File: config.mk
export PLATFORM = sky130hd
export DESIGN_NAME = pc_fetch_ctrl_flat
export DESIGN_NICKNAME = d
export VERILOG_FILES = /design/src/rtl/pc_fetch_if.sv /design/src/rtl/pc_fetch_ctrl.sv /design/src/flat_wrapper.sv
export SDC_FILE = /design/constraint.sdc
export NUM_CORES = 1
export LEC_CHECK = 0
export ABC_CLOCK_PERIOD_IN_PS = 4300
export BUFFER_PORTS_ARGS = -buffer_cell sky130_fd_sc_hd__buf_2
export CORE_MARGIN = 2
export CORE_UTILIZATION = 56
export DETAILED_ROUTE_END_ITERATION = 7
export GPL_TIMING_DRIVEN = 0
export PLACE_DENSITY_LB_ADDON = 0.2
export SLEW_MARGIN = 20
export SYNTH_ARGS = -nofsm -noshare
export SYNTH_HDL_FRONTEND = slang
export SYNTH_SLANG_ARGS = --single-unit
File: constraint.sdc
create_clock -name clock -period 4.3 [get_ports clock]
set_clock_uncertainty 0.05 [all_clocks]
set_input_delay 0.215 -clock clock [delete_from_list [all_inputs] [get_ports clock]]
set_output_delay 0.215 -clock clock [all_outputs]
set_load 0.005 [all_outputs]
File: src/rtl/pc_fetch_if.sv
// Instruction-side SRAM-like channel between the fetch controller (master)
// and the instruction AXI bridge (slave).
interface pc_fetch_if;
  logic        inst_req;
  logic [31:0] inst_addr;
  logic        inst_addr_ok;
  logic        inst_data_ok;
  logic [31:0] inst_rdata;

  modport master (
    output inst_req,
    output inst_addr,
    input  inst_addr_ok,
    input  inst_data_ok,
    input  inst_rdata
  );

  modport slave (
    input  inst_req,
    input  inst_addr,
    output inst_addr_ok,
    output inst_data_ok,
    output inst_rdata
  );
endinterface

File: src/rtl/pc_fetch_ctrl.sv
// Fetch PC holder and instruction-port sequencer with MIPS delay-slot redirects
// (branch/jump/register-jump from decode, exception/ERET from the pipeline).
module pc_fetch_ctrl #(
  parameter logic [31:0] RESET_PC = 32'hBFC0_0000
) (
  input  logic        clock,
  input  logic        reset,
  input  logic        StallF,
  input  logic        BranchTakenD,
  input  logic [1:0]  PCSrcD,
  input  logic [31:0] PCPlus4D,
  input  logic [15:0] ImmD,
  input  logic [25:0] InstrIndexD,
  input  logic [31:0] RegTargetD,
  input  logic        ExcRedirect,
  input  logic [31:0] ExcPC,
  pc_fetch_if.master  ibus,
  output logic [31:0] PCF,
  output logic [31:0] InstrF,
  output logic        InstValidF,
  output logic        AdELF
);

  typedef enum logic [1:0] {
    S_REQ  = 2'd0,
    S_DATA = 2'd1,
    S_HOLD = 2'd2
  } state_e;

  state_e      state_q, state_d;
  logic [31:0] pc_q, pc_d;
  logic [31:0] redir_target_q, redir_target_d;
  logic        redir_valid_q, redir_valid_d;
  logic        discard_q, discard_d;
  logic [31:0] held_instr_q, held_instr_d;
  logic        held_adel_q, held_adel_d;

  logic [31:0] branch_target_s;
  logic [31:0] next_pc_s;
  logic        aligned_s;
  logic        valid_s;
  logic        advance_s;

  // Control-transfer target selected by the decode-stage PC source
  always_comb begin
    case (PCSrcD)
      2'b01:   branch_target_s = {PCPlus4D[31:28], InstrIndexD, 2'b00};
      2'b10:   branch_target_s = RegTargetD;
      default: branch_target_s = PCPlus4D + {{14{ImmD[15]}}, ImmD, 2'b00};
    endcase
  end

  // A live taken branch bypasses the redirect latch so a same-cycle advance
  // still lands on the target after the delay slot.
  always_comb begin
    if (BranchTakenD) begin
      next_pc_s = branch_target_s;
    end else if (redir_valid_q) begin
      next_pc_s = redir_target_q;
    end else begin
      next_pc_s = pc_q + 32'd4;
    end
  end

  assign aligned_s     = (pc_q[1:0] == 2'b00);
  assign ibus.inst_req  = (state_q == S_REQ) && aligned_s;
  assign ibus.inst_addr = pc_q;
  assign PCF            = pc_q;
  assign InstValidF     = valid_s;
  assign advance_s      = valid_s && !StallF;

  // F-stage output slot: live bridge data, held data, or misaligned fault
  always_comb begin
    valid_s = 1'b0;
    InstrF  = 32'd0;
    AdELF   = 1'b0;
    case (state_q)
      S_REQ: begin
        AdELF = !aligned_s;
      end
      S_DATA: begin
        if (ibus.inst_data_ok && !discard_q && !ExcRedirect) begin
          valid_s = 1'b1;
          InstrF  = ibus.inst_rdata;
        end else begin
          valid_s = 1'b0;
        end
      end
      S_HOLD: begin
        valid_s = !ExcRedirect;
        InstrF  = held_instr_q;
        AdELF   = held_adel_q;
      end
      default: begin
        valid_s = 1'b0;
      end
    endcase
  end

  // Next-state: PC/redirect bookkeeping and fetch sequencing
  always_comb begin
    state_d        = state_q;
    pc_d           = pc_q;
    redir_target_d = redir_target_q;
    redir_valid_d  = redir_valid_q;
    discard_d      = discard_q;
    held_instr_d   = held_instr_q;
    held_adel_d    = held_adel_q;

    if (ExcRedirect) begin
      pc_d          = ExcPC;
      redir_valid_d = 1'b0;
    end else if (advance_s) begin
      pc_d          = next_pc_s;
      redir_valid_d = 1'b0;
    end else if (BranchTakenD) begin
      redir_valid_d  = 1'b1;
      redir_target_d = branch_target_s;
    end else begin
      redir_valid_d = redir_valid_q;
    end

    case (state_q)
      S_REQ: begin
        if (!aligned_s) begin
          if (!ExcRedirect) begin
            state_d      = S_HOLD;
            held_instr_d = 32'd0;
            held_adel_d  = 1'b1;
          end else begin
            state_d = S_REQ;
          end
        end else if (ibus.inst_addr_ok) begin
          // A request accepted alongside a redirect is for the old PC
          state_d   = S_DATA;
          discard_d = ExcRedirect;
        end else begin
          state_d = S_REQ;
        end
      end
      S_DATA: begin
        if (ibus.inst_data_ok) begin
          if (ExcRedirect || discard_q) begin
            state_d   = S_REQ;
            discard_d = 1'b0;
          end else if (advance_s) begin
            state_d = S_REQ;
          end else begin
            state_d      = S_HOLD;
            held_instr_d = ibus.inst_rdata;
            held_adel_d  = 1'b0;
          end
        end else if (ExcRedirect) begin
          discard_d = 1'b1;
        end else begin
          state_d = S_DATA;
        end
      end
      S_HOLD: begin
        if (ExcRedirect || advance_s) begin
          state_d = S_REQ;
        end else begin
          state_d = S_HOLD;
        end
      end
      default: begin
        state_d = S_REQ;
      end
    endcase
  end

  // State registers with synchronous reset
  always_ff @(posedge clock) begin
    if (reset) begin
      state_q        <= S_REQ;
      pc_q           <= RESET_PC;
      redir_target_q <= 32'd0;
      redir_valid_q  <= 1'b0;
      discard_q      <= 1'b0;
      held_instr_q   <= 32'd0;
      held_adel_q    <= 1'b0;
    end else begin
      state_q        <= state_d;
      pc_q           <= pc_d;
      redir_target_q <= redir_target_d;
      redir_valid_q  <= redir_valid_d;
      discard_q      <= discard_d;
      held_instr_q   <= held_instr_d;
      held_adel_q    <= held_adel_d;
    end
  end

endmodule

File: src/flat_wrapper.sv
// flat-port wrapper written by rule: the top's interface ports become plain ports
module pc_fetch_ctrl_flat 
#(
  parameter logic [31:0] RESET_PC = 32'hBFC0_0000
)
  (clock, reset, StallF, BranchTakenD, PCSrcD, PCPlus4D, ImmD, InstrIndexD, RegTargetD, ExcRedirect, ExcPC, PCF, InstrF, InstValidF, AdELF, ibus_inst_req, ibus_inst_addr, ibus_inst_addr_ok, ibus_inst_data_ok, ibus_inst_rdata);
  pc_fetch_if ibus_i ();
  input  logic clock;
  input  logic reset;
  input  logic StallF;
  input  logic BranchTakenD;
  input  logic [1:0] PCSrcD;
  input  logic [31:0] PCPlus4D;
  input  logic [15:0] ImmD;
  input  logic [25:0] InstrIndexD;
  input  logic [31:0] RegTargetD;
  input  logic ExcRedirect;
  input  logic [31:0] ExcPC;
  output logic [31:0] PCF;
  output logic [31:0] InstrF;
  output logic InstValidF;
  output logic AdELF;
  output wire logic [$bits(ibus_i.inst_req)-1:0] ibus_inst_req;
  output wire logic [$bits(ibus_i.inst_addr)-1:0] ibus_inst_addr;
  input wire logic [$bits(ibus_i.inst_addr_ok)-1:0] ibus_inst_addr_ok;
  input wire logic [$bits(ibus_i.inst_data_ok)-1:0] ibus_inst_data_ok;
  input wire logic [$bits(ibus_i.inst_rdata)-1:0] ibus_inst_rdata;
  assign ibus_inst_req = ibus_i.inst_req;
  assign ibus_inst_addr = ibus_i.inst_addr;
  assign ibus_i.inst_addr_ok = ibus_inst_addr_ok;
  assign ibus_i.inst_data_ok = ibus_inst_data_ok;
  assign ibus_i.inst_rdata = ibus_inst_rdata;
  pc_fetch_ctrl #(.RESET_PC(RESET_PC)) u_core (.clock(clock), .reset(reset), .StallF(StallF), .BranchTakenD(BranchTakenD), .PCSrcD(PCSrcD), .PCPlus4D(PCPlus4D), .ImmD(ImmD), .InstrIndexD(InstrIndexD), .RegTargetD(RegTargetD), .ExcRedirect(ExcRedirect), .ExcPC(ExcPC), .ibus(ibus_i), .PCF(PCF), .InstrF(InstrF), .InstValidF(InstValidF), .AdELF(AdELF));
endmodule
==> results.rst <==
.. list-table::
   :header-rows: 1

   * - Metric
     - Value
   * - Dominant combinational cell family by area after synthesis
     - compound AO/OA/AOI/OAI gates
   * - Period minus WS final
     - 3430 ps
   * - Combined area of all synthesized cells
     - 8410 sq um
   * - Leakage power
     - 4.30 nW
   * - Maximum capacitance violations
     - 0
   * - Hold-fix buffers at CTS
     - 0
   * - Library cell used as clock root buffer
     - sky130_fd_sc_hd__clkbuf_16
   * - Clock tree from TritonCTS
     - yes
   * - Fraction of synthesis flops using an asynchronous set or reset pin
     - 0
   * - Transition time at the pin with the least slew margin
     - 1100 ps
   * - Worst hold path type
     - input pin to register
   * - Total power divided by cell area
     - 280 nW/um^2
   * - Routed vias
     - 10500
   * - Xor and xnor fraction of the mapped netlist area
     - 0.0489
   * - Count of endpoints failing setup in the final report
     - 0
   * - Compound-Gate Fraction of Synth Area
     - 0.316
   * - Routed wirelength normalized by instance count
     - 20.3 um
   * - Number of buffers created by CTS
     - 9
   * - Global-route wire length before repair
     - 50100 um
   * - Clk sink count
     - 101
   * - Gp weighted congestion
     - 0.991
   * - Final-stage net count
     - 1639
   * - Placement Setup Slack
     - 878 ps
   * - Drt initial violations
     - 1643
   * - Startpoint type of the worst setup path
     - register
   * - Antenna viol nets, final
     - 0
   * - Fmax achieved
     - 291 MHz
   * - Per-cell via count in the routed design
     - 6.53
   * - CTS max path bufs
     - 2
   * - Max Slew Vio Count
     - 0
   * - Insertion delay of the later-clocked pin in the worst-skew pair
     - 370 ps
   * - Final Hold Fails
     - 0
   * - Top-area cell type share of the netlist area
     - 0.240
   * - Core ar.
     - 14600 sq um
   * - IR Drop Worst-Case VDD
     - 0.219 mV
   * - Post-Synth Simple-Gate Area
     - 0.231
   * - DP HPWL
     - 25000 um
   * - Most used flip-flop cell after synthesis
     - sky130_fd_sc_hd__dfxtp_1
   * - Clock slew at the register clock pins of the worst setup and hold paths
     - 70 ps
   * - Total nets after synthesis
     - 1354
   * - Combined global-route utilization of all metal layers
     - 0.388
   * - # IOs
     - 278
   * - Starting density of the core
     - 0.577
   * - First-pass iteration count of the detailed router
     - 8
   * - Portion of the clock cycle consumed by the worst path in the final layout
     - 0.798
   * - Number of antenna cells inserted
     - 0
   * - Number of synthesis warnings
     - 0
   * - Post-CTS setup buffers
     - 0
   * - Total congestion overflow
     - 0
   * - Worst rel slew slack
     - 0.249
   * - Largest driver fanout on the critical path
     - 10
   * - Largest net degree at the start of global routing
     - 17
   * - Data required, critical path
     - 4540 ps
   * - Start-to-end type of the worst setup path
     - register to register
   * - Setup TNS
     - 0 ps
   * - Minimum setup slack in the final design
     - 867 ps
   * - Port buffer count
     - 274
   * - Die Width
     - 127 um
   * - CTS resizes
     - 0
   * - Area growth from synthesis to final layout
     - 22.6%
   * - Result of the run
     - finished, final reports clean
   * - Synth area leader
     - sky130_fd_sc_hd__dfxtp_1
   * - Synth area leaders
     - sky130_fd_sc_hd__dfxtp_1, sky130_fd_sc_hd__a21oi_1, sky130_fd_sc_hd__ha_1
   * - Cell Rows
     - 44
   * - Residual DRC
     - 0
   * - Area enclosed by the die boundary
     - 16000 sq um
   * - Seq cells post-synth
     - 101
   * - Count of H-tree levels built during CTS
     - 3
   * - Most numerous cell in the Yosys netlist
     - sky130_fd_sc_hd__a21oi_1
   * - Final Routed Wirelength
     - 32700 um
   * - Crit path DAT
     - 3680 ps
   * - Fraction of synthesized area in multiplexers
     - 0.0234
   * - Number of standard cells after synthesis
     - 1138
   * - Distinct cells, synth
     - 78
   * - Fraction of final layout cells with drive strength greater than 1
     - 0.245
   * - Per-instance average area after synthesis
     - 7.39 sq um
   * - Post-synthesis sequential area ratio
     - 0.240
   * - Number of global-route vias before repair
     - 9550
   * - Arithmetic-cell share of the synthesized area counting full adders, half adders and majority gates
     - 0.0559
   * - Number of flops mapped to enable cells by yosys
     - 0
   * - Die span in y
     - 127 um
   * - Setup repair after global routing missed its margin
     - no
   * - Number of antenna violations at the first check in global routing
     - 0
   * - Top cells by instance count after synthesis
     - sky130_fd_sc_hd__a21oi_1, sky130_fd_sc_hd__dfxtp_1, sky130_fd_sc_hd__nor2_1
   * - Critical Path Sink Type
     - register
   * - Hold_ws
     - 25.5 ps
## worst paths after layout
| path | start | end | slack, ps | depth (start not counted) |
|---|---|---|---|---|
| min reg2reg | u_core.redir_target_q[0] | u_core.redir_target_q[0] | 410 | 2 |
| min | ExcPC[5] | u_core.PCF[5] | 30 | 3 |
| max reg2reg | u_core.state_q[0] | u_core.held_instr_q[21] | 870 | 11 |
| max | u_core.state_q[0] | u_core.held_instr_q[21] | 870 | 11 |
## metal layers
layer  global-route usage  vias to the layer above  part of all wire
met1                0.532                     4833              0.39
met3               0.0907                       92              0.14
met5                    0                        -                 0
met4                0.138                        0             0.030
li1                     -                     4784                 -
met2                0.599                      812              0.44
## per-stage QoR
stage	util	cell area (sq um)	total power, mW	instances
6_report	0.707	10300	2.88	1612
4_1_cts	0.707	10300	2.83	1612
5_1_grt	0.707	10300	2.98	1612
3_3_place_gp	0.686	10000	1.98	1596
3_5_place_dp	0.686	10000	1.99	1596
2_1_floorplan	-	8410	1.64	1138
## critical path: stages (launching register included)
cell,delay [ps]
sky130_fd_sc_hd__dfxtp_1,400
sky130_fd_sc_hd__inv_1,80
sky130_fd_sc_hd__ha_1,190
sky130_fd_sc_hd__clkbuf_1,200
sky130_fd_sc_hd__a31oi_1,380
sky130_fd_sc_hd__or4b_1,390
sky130_fd_sc_hd__nand2_1,120
sky130_fd_sc_hd__buf_2,230
sky130_fd_sc_hd__nor4_2,550
sky130_fd_sc_hd__clkbuf_1,450
sky130_fd_sc_hd__nand3_1,160
sky130_fd_sc_hd__a21oi_1,150
## cells in the final DEF (no fill, tap or decap), types with 25 or more instances in the layout
cell type	instances
sky130_fd_sc_hd__clkbuf_1	80
sky130_fd_sc_hd__dfxtp_1	101
sky130_fd_sc_hd__nand3_1	84
sky130_fd_sc_hd__nor2_1	92
sky130_fd_sc_hd__a21oi_1	128
sky130_fd_sc_hd__xnor2_1	25
sky130_fd_sc_hd__nor2b_1	43
sky130_fd_sc_hd__buf_2	281
sky130_fd_sc_hd__nand2_1	86
sky130_fd_sc_hd__a32oi_1	35
sky130_fd_sc_hd__o21ai_0	49
sky130_fd_sc_hd__buf_4	32
sky130_fd_sc_hd__ha_1	36
## registers in the layout, summed over array words and instances, names as in the netlist
name / count
u_core.held_adel_q: 1
u_core.discard_q: 1
u_core.redir_target_q: 32
u_core.PCF: 32
u_core.state_q: 2
u_core.held_instr_q: 32
u_core.redir_valid_q: 1
## kinds of logic (layout without fill, tap and decap cells)
family,Yosys count,after routing
compound gates,390,390
mux,19,19
fa+ha+maj,37,37
xor+xnor,47,47
simple gates,393,393
flops,101,101
buf+inv,151,441
## layout make-up
class,count,area (sq um)
Tap cell,184,230
Multi-Input combinational cell,886,5690
Fill cell,1297,4280
Clock buffer,12,246
Inverter,23,86.3
Buffer,128,617
Sequential cell,101,2020
Clock inverter,4,55.1
Timing Repair Buffer,274,1370
## power breakdown
group / total [mW] / switching [mW] / internal, mW
Sequential: 1.04 / 0.0557 / 0.985
Clock: 0.868 / 0.396 / 0.472
Combinational: 0.976 / 0.595 / 0.381
Note: power is estimated with default switching activity, not from simulation.
